===== config.mk =====
export PLATFORM = sky130hd
export DESIGN_NAME = lfsr_galois_top
export DESIGN_NICKNAME = d
export VERILOG_FILES = /design/src/rtl/lfsr_galois_top.sv
export SDC_FILE = /design/constraint.sdc
export NUM_CORES = 1
export LEC_CHECK = 0
export CORE_MARGIN = 4
export CORE_UTILIZATION = 50
export DETAILED_ROUTE_END_ITERATION = 6
export PLACE_DENSITY = 0.78
export SYNTH_ARGS = -nofsm -noshare
export SYNTH_HDL_FRONTEND = slang
export SYNTH_SLANG_ARGS = --single-unit

===== constraint.sdc =====
create_clock -name clk -period 1.5 [get_ports clk]
set_input_delay 0.3 -clock clk [delete_from_list [all_inputs] [get_ports clk]]
set_output_delay 0.3 -clock clk [all_outputs]
set_load 0.1 [all_outputs]

===== src/rtl/lfsr_galois_top.sv =====
// PRBS loopback: 8-bit Galois LFSR generator with bit-0 corruption injection,
// feeding a self-synchronising Galois LFSR checker with lock/unlock hysteresis.
module lfsr_galois_top #(
  parameter logic [7:0]  SEED_DEFAULT = 8'hCD,
  parameter logic [7:0]  POLY_MASK    = 8'h71,
  parameter int unsigned LOCK_CNT     = 5,
  parameter int unsigned UNLOCK_CNT   = 3
) (
  input  logic       clk,
  input  logic       i_rst,
  input  logic       i_soft_reset,
  input  logic [7:0] i_seed,
  input  logic       i_valid,
  input  logic       i_corrupt,
  output logic       o_lock
);

  localparam logic [2:0] LOCK_MAX   = 3'(LOCK_CNT);
  localparam logic [2:0] UNLOCK_MAX = 3'(UNLOCK_CNT);

  function automatic logic [7:0] lfsr_next(input logic [7:0] s);
    return s[7] ? ({s[6:0], 1'b0} ^ POLY_MASK) : {s[6:0], 1'b0};
  endfunction

  logic [7:0] gen_q, gen_d;
  logic [7:0] exp_q, exp_d;
  logic [2:0] match_cnt_q, match_cnt_d;
  logic [2:0] miss_cnt_q, miss_cnt_d;
  logic       lock_q, lock_d;
  logic [7:0] tx;

  assign tx = gen_q ^ {7'b0, i_corrupt};

  always_comb begin
    gen_d       = gen_q;
    exp_d       = exp_q;
    match_cnt_d = match_cnt_q;
    miss_cnt_d  = miss_cnt_q;
    lock_d      = lock_q;
    if (i_soft_reset) begin
      // An all-zero seed would lock the LFSR at zero forever.
      gen_d       = (i_seed == '0) ? 8'h01 : i_seed;
      exp_d       = '0;
      match_cnt_d = '0;
      miss_cnt_d  = '0;
      lock_d      = 1'b0;
    end else if (i_valid) begin
      gen_d = lfsr_next(gen_q);
      // Prediction is rebuilt from the received byte, not from the generator.
      exp_d = lfsr_next(tx);
      if (tx == exp_q) begin
        miss_cnt_d  = '0;
        match_cnt_d = (match_cnt_q == LOCK_MAX) ? match_cnt_q : match_cnt_q + 3'd1;
        if (match_cnt_d == LOCK_MAX) lock_d = 1'b1;
      end else begin
        match_cnt_d = '0;
        miss_cnt_d  = (miss_cnt_q == UNLOCK_MAX) ? miss_cnt_q : miss_cnt_q + 3'd1;
        if (miss_cnt_d == UNLOCK_MAX) lock_d = 1'b0;
      end
    end
  end

  always_ff @(posedge clk or posedge i_rst) begin
    if (i_rst) begin
      gen_q       <= SEED_DEFAULT;
      exp_q       <= '0;
      match_cnt_q <= '0;
      miss_cnt_q  <= '0;
      lock_q      <= 1'b0;
    end else begin
      gen_q       <= gen_d;
      exp_q       <= exp_d;
      match_cnt_q <= match_cnt_d;
      miss_cnt_q  <= miss_cnt_d;
      lock_q      <= lock_d;
    end
  end

  assign o_lock = lock_q;

endmodule


==> reports/results.ini, run 1 <==
[clock_network]
worstSkewPairLatency_ps = 310
htreeDepth = 1
cts.hold.buffers_added = 0
cts_tree = done
max-clock-path-buffers = 2
cts-buffers-inserted = 3
path_clk_slew_ps = 130
cts_root_buf = clkbuf_4
clock-sinks = 23

[finish]
finalInstanceArea_um2 = 1790
area_growth_syn_to_layout_pct = 35.0
final_layout_size_suffix_gt1_share_pct = 29.7
layout.core_utilization_pct = 71.4
fillers = 191
antenna_cells = 0
layout.nets = 189

[global_routing]
grt_first_pass_wirelength_mm = 4.71
grtUsageTotal_pct = 17.8
first_global_vias = 1114
grt_antenna_before_repair = 0
grt.overflow.total = 0
grt_max_degree = 32

[setup_path]
timing.critical_path.to_type = register
critical_path.max_stage_delay_ps = 600
slowest_stage = dfstp_2
regToRegStartpoint = gen_q[2]
path_buf_inv = 1
reg2reg_to = match_cnt_q[2]
startpoint_type = register
crit_path_cell_trace = xnor2_4 -> nand3_2 -> nor3_4 -> buf_4 -> nand2_2 -> a211oi_2
reg2reg_slack_ps = -50
worst_ep_required_time_ps = 1730
criticalPathCategory = reg2reg
maximum_fanout_count_along_the_critical_path = 2
worst_ep_arrival_time_ps = 1780
worst_r2r_path_depth = 6
critical-path-top-delay-family = flip-flops

[route]
vias_per_cell = 5.49
detailedRoute.firstIterationViolations = 18
route.final.wire_length_mm = 2.86
routed-via-count = 1108
wire_per_inst_um = 14.2
remaining_antenna_violation_count_after_routing = 0
pre_repair_dr_iteration_count = 4
detail_route.drc_violations = 0

[power]
total_power_w = 0.00138
p_leak_nw = 0.777
power.density_nw_per_um2 = 771
irDropWorstVdd_mv = 0.623

[floorplan]
dieArea_um2 = 3530
floorplan.die.width_um = 59.4
start_util_pct = 52.9
placement_rows = 18
die_h_um = 59.4
io_pins = 14
floorplan.core_area_um2 = 2500

[synthesis]
synth_seq_area_share_pct = 44.0
most_instantiated_library_cell_after_synthesis = dfrtp_1
synth_area_per_cell_um2 = 9.58
synthTopCellsByArea = dfrtp_1 34%, dfstp_2 9.9%, xnor2_1 7.9%
netlist-cell-type-count = 35
ys.warnings.count = 0
synth_top_area_cell = dfrtp_1
synth_area_um2 = 1320
ys_seq_elements = 23
asyncSetResetFlopFracSynth_pct = 100
ys_dominant_reg_cell = dfrtp_1
synth_edf_count = 0
post_synth_most_frequent_cells = 18 x dfrtp_1, 12 x xnor2_1, 11 x nor2_1, 10 x nand2_1
synth_fp_nets = 154
synth_top_cell_area_share_pct = 34.1
synthCells = 138

[timing]
setup_slack_ps = -49.4
finalSetupViolations = 2
hold_viol_final = 0
unrepaired_setup_endpoints_after_global_routing = true
max_clock_freq_mhz = 645
worst_slew_margin_rel_pct = 81.1
finalWorstPathRequiredPeriod_ps = 1550
fin_skew_ps = 6.20
crit_share_post_route_pct = 103
max_slew.worst_pin.slew_ps = 284
drv_slew = 0
fin_tns_setup_ps = -62.8

[min_path]
min-delay-path-class = in2async

[placed_design]
preCtsSetupSlack_ps = -320
place.gp.congestion = 0.760
buffer_ports.inserted = 13
post-dp-hpwl_mm = 1.98
place_area_um2 = 1650

[run]
drv_cap = 0

[status]
violations = setup timing
outcome = complete, but fails checks

## layout make-up
cell class	instances	area [µm²]	area share [%]
clock buffer	3	22.5	1.26
clock inverter	1	5.00	0.280
inverter	2	7.51	0.420
multi-input combinational	106	778	43.6
sequential	23	582	32.6
tap	30	37.5	2.10
timing repair buffer	37	353	19.8
## sequential cells by signal, indices dropped and copies added (netlist names)
| register | flops |
|---|---|
| exp_q | 8 |
| match_cnt_q | 3 |
| gen_q | 8 |
| miss_cnt_q | 3 |
| o_lock | 1 |
## worst reg2reg max path: cells and delay by family (launching register included)
kind            cells  cell delay [ps]
compound gates      1              210
simple gates        3              390
flops               1              600
xor+xnor            1              130
buf+inv             1              150
## what timing repair did
| item | 4_1_cts | 5_1_grt |
|---|---|---|
| endpoints found under the setup margin | 5 | 7 |
| setup buffers | 2 | 3 |
| pin swaps | 8 | 6 |
| gates resized for setup | 7 | 8 |
## routing by layer
metal	vias up	GRT usage (%)	wire length (µm)
met5	-	0	0
met1	531	20.0	1180
met4	0	8.41	85
met2	23	32.3	1490
li1	546	-	-
met3	8	2.61	105
## worst max-delay path by stage
stage	end	cells after the start	slack (ps)	from
finish	match_cnt_q[2]	6	-50	gen_q[2]
global route	match_cnt_q[2]	6	-130	gen_q[2]
CTS	match_cnt_q[2]	5	-40	gen_q[0]
detailed placement	miss_cnt_q[2]	6	-320	i_corrupt
global placement	miss_cnt_q[2]	6	-280	i_corrupt
floorplan	o_lock	6	-30	miss_cnt_q[0]
## logic make-up after synthesis
group | after synthesis | synth area share (%)
compound gates | 27 | 12.3
xor+xnor | 12 | 7.95
fa+ha+maj | 3 | 2.84
buf+inv | 9 | 2.74
flops | 23 | 44.0
mux | 9 | 6.81
simple gates | 55 | 23.4
## metrics by stage
step | hold slack, ps | instances
floorplan | 298 | 138
global placement | 525 | 193
detailed placement | 543 | 193
CTS | 320 | 199
global route | 344 | 202
finish | 312 | 202
## power breakdown
part,total [W],internal [W],leakage [nW],switching [W]
clock network,0.000286,0.0000996,0.0177,0.000186
logic,0.000367,0.000212,0.469,0.000155
registers,0.000724,0.000677,0.290,0.0000464
total,0.00138,0.000989,0.777,0.000387
## cells in the final DEF (no fill, tap or decap), types with 2 or more instances in the layout
cell             instances
a21o_2                   2
a21oi_1                  5
a21oi_2                  2
and2_1                   3
and3_1                   2
buf_12                   3
buf_4                   20
buf_6                    2
clkbuf_4                 3
clkdlybuf4s50_1         12
dfrtp_1                 18
dfstp_2                  5
inv_1                    2
mux2i_1                  9
nand2_1                 10
nand2b_1                 5
nand3_1                  3
nand3b_1                 2
nor2_1                  11
nor2b_1                  3
nor3_1                   3
nor3b_1                  3
o21ai_0                  7
o21ai_1                  3
o21ai_2                  2
o31ai_1                  3
xnor2_1                  9
xnor2_2                  2
Power figures use the tool's default switching activity.
==> run 2, diff against run 1 <==
--- a/config.mk
+++ b/config.mk
@@ -6,9 +6,10 @@
 export NUM_CORES = 1
 export LEC_CHECK = 0
 export CORE_MARGIN = 4
-export CORE_UTILIZATION = 50
+export CORE_UTILIZATION = 52
+export CTS_BUF_LIST = sky130_fd_sc_hd__clkbuf_4
 export DETAILED_ROUTE_END_ITERATION = 6
-export PLACE_DENSITY = 0.78
+export PLACE_DENSITY = 0.8
 export SYNTH_ARGS = -nofsm -noshare
 export SYNTH_HDL_FRONTEND = slang
 export SYNTH_SLANG_ARGS = --single-unit
==> run 2 against run 1 <==
Net effect:
- the flow still finishes with violations (setup timing)
- count of clock-buffer cells in the layout increased by 1
- routed wire length increased by 2.5%
- critical path depth unchanged
- clock power up 4%
- worst hold slack improved by 2.3 ps
- design area up 0.91%
==> reports/results.ini, run 2 (synthesized netlist as in run 1, its figures left out) <==
[placed_design]
place.gp.congestion = 0.781  ; +2.7%
post-dp-hpwl_mm = 2.07  ; +4.4%
buffer_ports.inserted = 13  ; unchanged

[global_routing]
first_global_vias = 1149  ; +3.1%
grtUsageTotal_pct = 19.2  ; +1.4 points
grt_antenna_before_repair = 0  ; unchanged
grt_max_degree = 32  ; unchanged
grt.overflow.total = 0  ; unchanged
grt_first_pass_wirelength_mm = 5.02  ; +6.6%

[clock_network]
worstSkewPairLatency_ps = 300  ; about the same
cts-buffers-inserted = 3  ; unchanged
htreeDepth = 1  ; unchanged
cts.hold.buffers_added = 0  ; unchanged
cts_root_buf = clkbuf_4
cts_tree = done
max-clock-path-buffers = 2  ; unchanged
path_clk_slew_ps = 120  ; about the same
clock-sinks = 23  ; unchanged

[setup_path]
worst_ep_required_time_ps = 1730  ; about the same
timing.critical_path.to_type = register
worst_ep_arrival_time_ps = 1730  ; -50 ps
criticalPathCategory = reg2reg
startpoint_type = register
maximum_fanout_count_along_the_critical_path = 3  ; +1

[finish]
final_layout_size_suffix_gt1_share_pct = 31.6  ; +1.9 points
area_growth_syn_to_layout_pct = 36.2
leading_registers_by_flop_count = exp_q: 8 flops, gen_q: 8 flops
layout.nets = 188  ; -0.53%
antenna_cells = 0  ; unchanged
mostFrequentLayoutCell = buf_4
layout.core_utilization_pct = 73.4  ; +2.0 points
layout.cells.most_common_list = 19 x buf_4, 17 x dfrtp_1, 12 x clkdlybuf4s50_1

[power]
power.density_nw_per_um2 = 778  ; +0.90%
irDropWorstVdd_mv = 0.790  ; +27%
p_leak_nw = 0.784  ; +0.84%

[timing]
fin_skew_ps = 6.40  ; +0.199 ps
crit_share_post_route_pct = 100  ; -2.9 points
worst_slew_margin_rel_pct = 80.2  ; -0.89 points
drv_slew = 0  ; unchanged
unrepaired_setup_endpoints_after_global_routing = true
finalWorstPathRequiredPeriod_ps = 1510  ; -44.1 ps
hold_viol_final = 0  ; unchanged
fin_tns_setup_ps = -10.4  ; +52.4 ps
finalSetupViolations = 2  ; unchanged
max_slew.worst_pin.slew_ps = 297  ; +13.3 ps
max_clock_freq_mhz = 664  ; +2.9%
setup_slack_ps = -5.24  ; +44.1 ps

[route]
wire_per_inst_um = 14.6  ; +3.0%
route.final.wire_length_mm = 2.93  ; +2.5%
vias_per_cell = 5.61  ; +2.3%
detail_route.drc_violations = 0  ; unchanged
routed-via-count = 1128  ; +1.8%
remaining_antenna_violation_count_after_routing = 0  ; unchanged
detailedRoute.firstIterationViolations = 36  ; +18
pre_repair_dr_iteration_count = 4  ; unchanged

[status]
outcome = complete, but fails checks
violations = setup timing

[min_path]
min-delay-path-class = in2async

[floorplan]
placement_rows = 18  ; unchanged
dieArea_um2 = 3410  ; -3.3%
start_util_pct = 53.9  ; +0.97 points
die_h_um = 58.4  ; -1.7%
floorplan.core_area_um2 = 2450  ; -1.8%
io_pins = 14  ; unchanged
floorplan.die.width_um = 58.4  ; -1.7%

[run]
drv_cap = 0  ; unchanged

==> run 2: metrics by stage <==
stage / total power, W / hold WS, ps / instances / cell area (µm²) / setup WS [ps]
3_5_place_dp: 0.00107 / 554 / 192 / 1640 / -310
5_1_grt: 0.00148 / 344 / 201 / 1800 / -64.6
6_report: 0.00140 / 315 / 201 / 1800 / -5.24
4_1_cts: 0.00138 / 326 / 199 / 1740 / -12.2
3_3_place_gp: 0.00105 / 524 / 192 / 1640 / -274
2_1_floorplan: 0.000922 / 298 / 138 / 1330 / -32.4
==> run 2: critical path, cell delays in order, from the launching register on <==
cell	delay [ps]
dfstp_2	570
xnor2_2	110
nand4_1	160
nor3_4	240
buf_6	140
nand2_2	50
a211oi_2	170
==> run 2: what timing repair did <==
| item | 4_1_cts | 5_1_grt |
|---|---|---|
| buffers inserted | 3 | 2 |
| setup endpoints to repair | 6 | 7 |
| pin swaps | 10 | 7 |
| gates resized for setup | 8 | 12 |
==> run 2: worst paths after layout <==
check,startpoint,to,slack [ps],cells after the start
max,gen_q[6],match_cnt_q[2],-5,6
min,i_rst,exp_q[3],310,3
max reg2reg,gen_q[6],match_cnt_q[2],-5,6
min reg2reg,exp_q[7],exp_q[7],580,2
max in group asynchronous,i_rst,gen_q[7],890,3
min in group clk,i_seed[7],gen_q[7],540,3
==> run 2: area by class of cell <==
class | count | area (µm²)
timing repair buffer | 36 | 345
tap | 30 | 37.5
inverter | 2 | 7.51
clock buffer | 4 | 30.0
fill | 178 | 653
multi-input combinational | 106 | 798
sequential | 23 | 583
==> run 2: where the power goes <==
part           leakage (nW)  total, W  switching [W]  internal (W)
logic                 0.476  0.000377       0.000161      0.000216
clock network        0.0184  0.000298       0.000177      0.000122
registers             0.289  0.000726      0.0000484      0.000677
==> run 2: routing by layer <==
layer	up-vias	track usage [%]	share of wire (%)
met2	33	34.1	54
met4	0	7.28	2.4
li1	547	-	-
met3	8	2.63	3.6
met1	540	23.4	40
met5	-	0	0
==> run 3, diff against run 2 <==
--- a/config.mk
+++ b/config.mk
@@ -8,7 +8,9 @@
 export CORE_MARGIN = 4
 export CORE_UTILIZATION = 52
 export CTS_BUF_LIST = sky130_fd_sc_hd__clkbuf_4
+export CTS_CLUSTER_SIZE = 8
 export DETAILED_ROUTE_END_ITERATION = 6
+export GPL_ROUTABILITY_DRIVEN = 0
 export PLACE_DENSITY = 0.8
 export SYNTH_ARGS = -nofsm -noshare
 export SYNTH_HDL_FRONTEND = slang
==> results of run 3 <==
The final DEF is identical to that of run 2; final timing and power are the same.
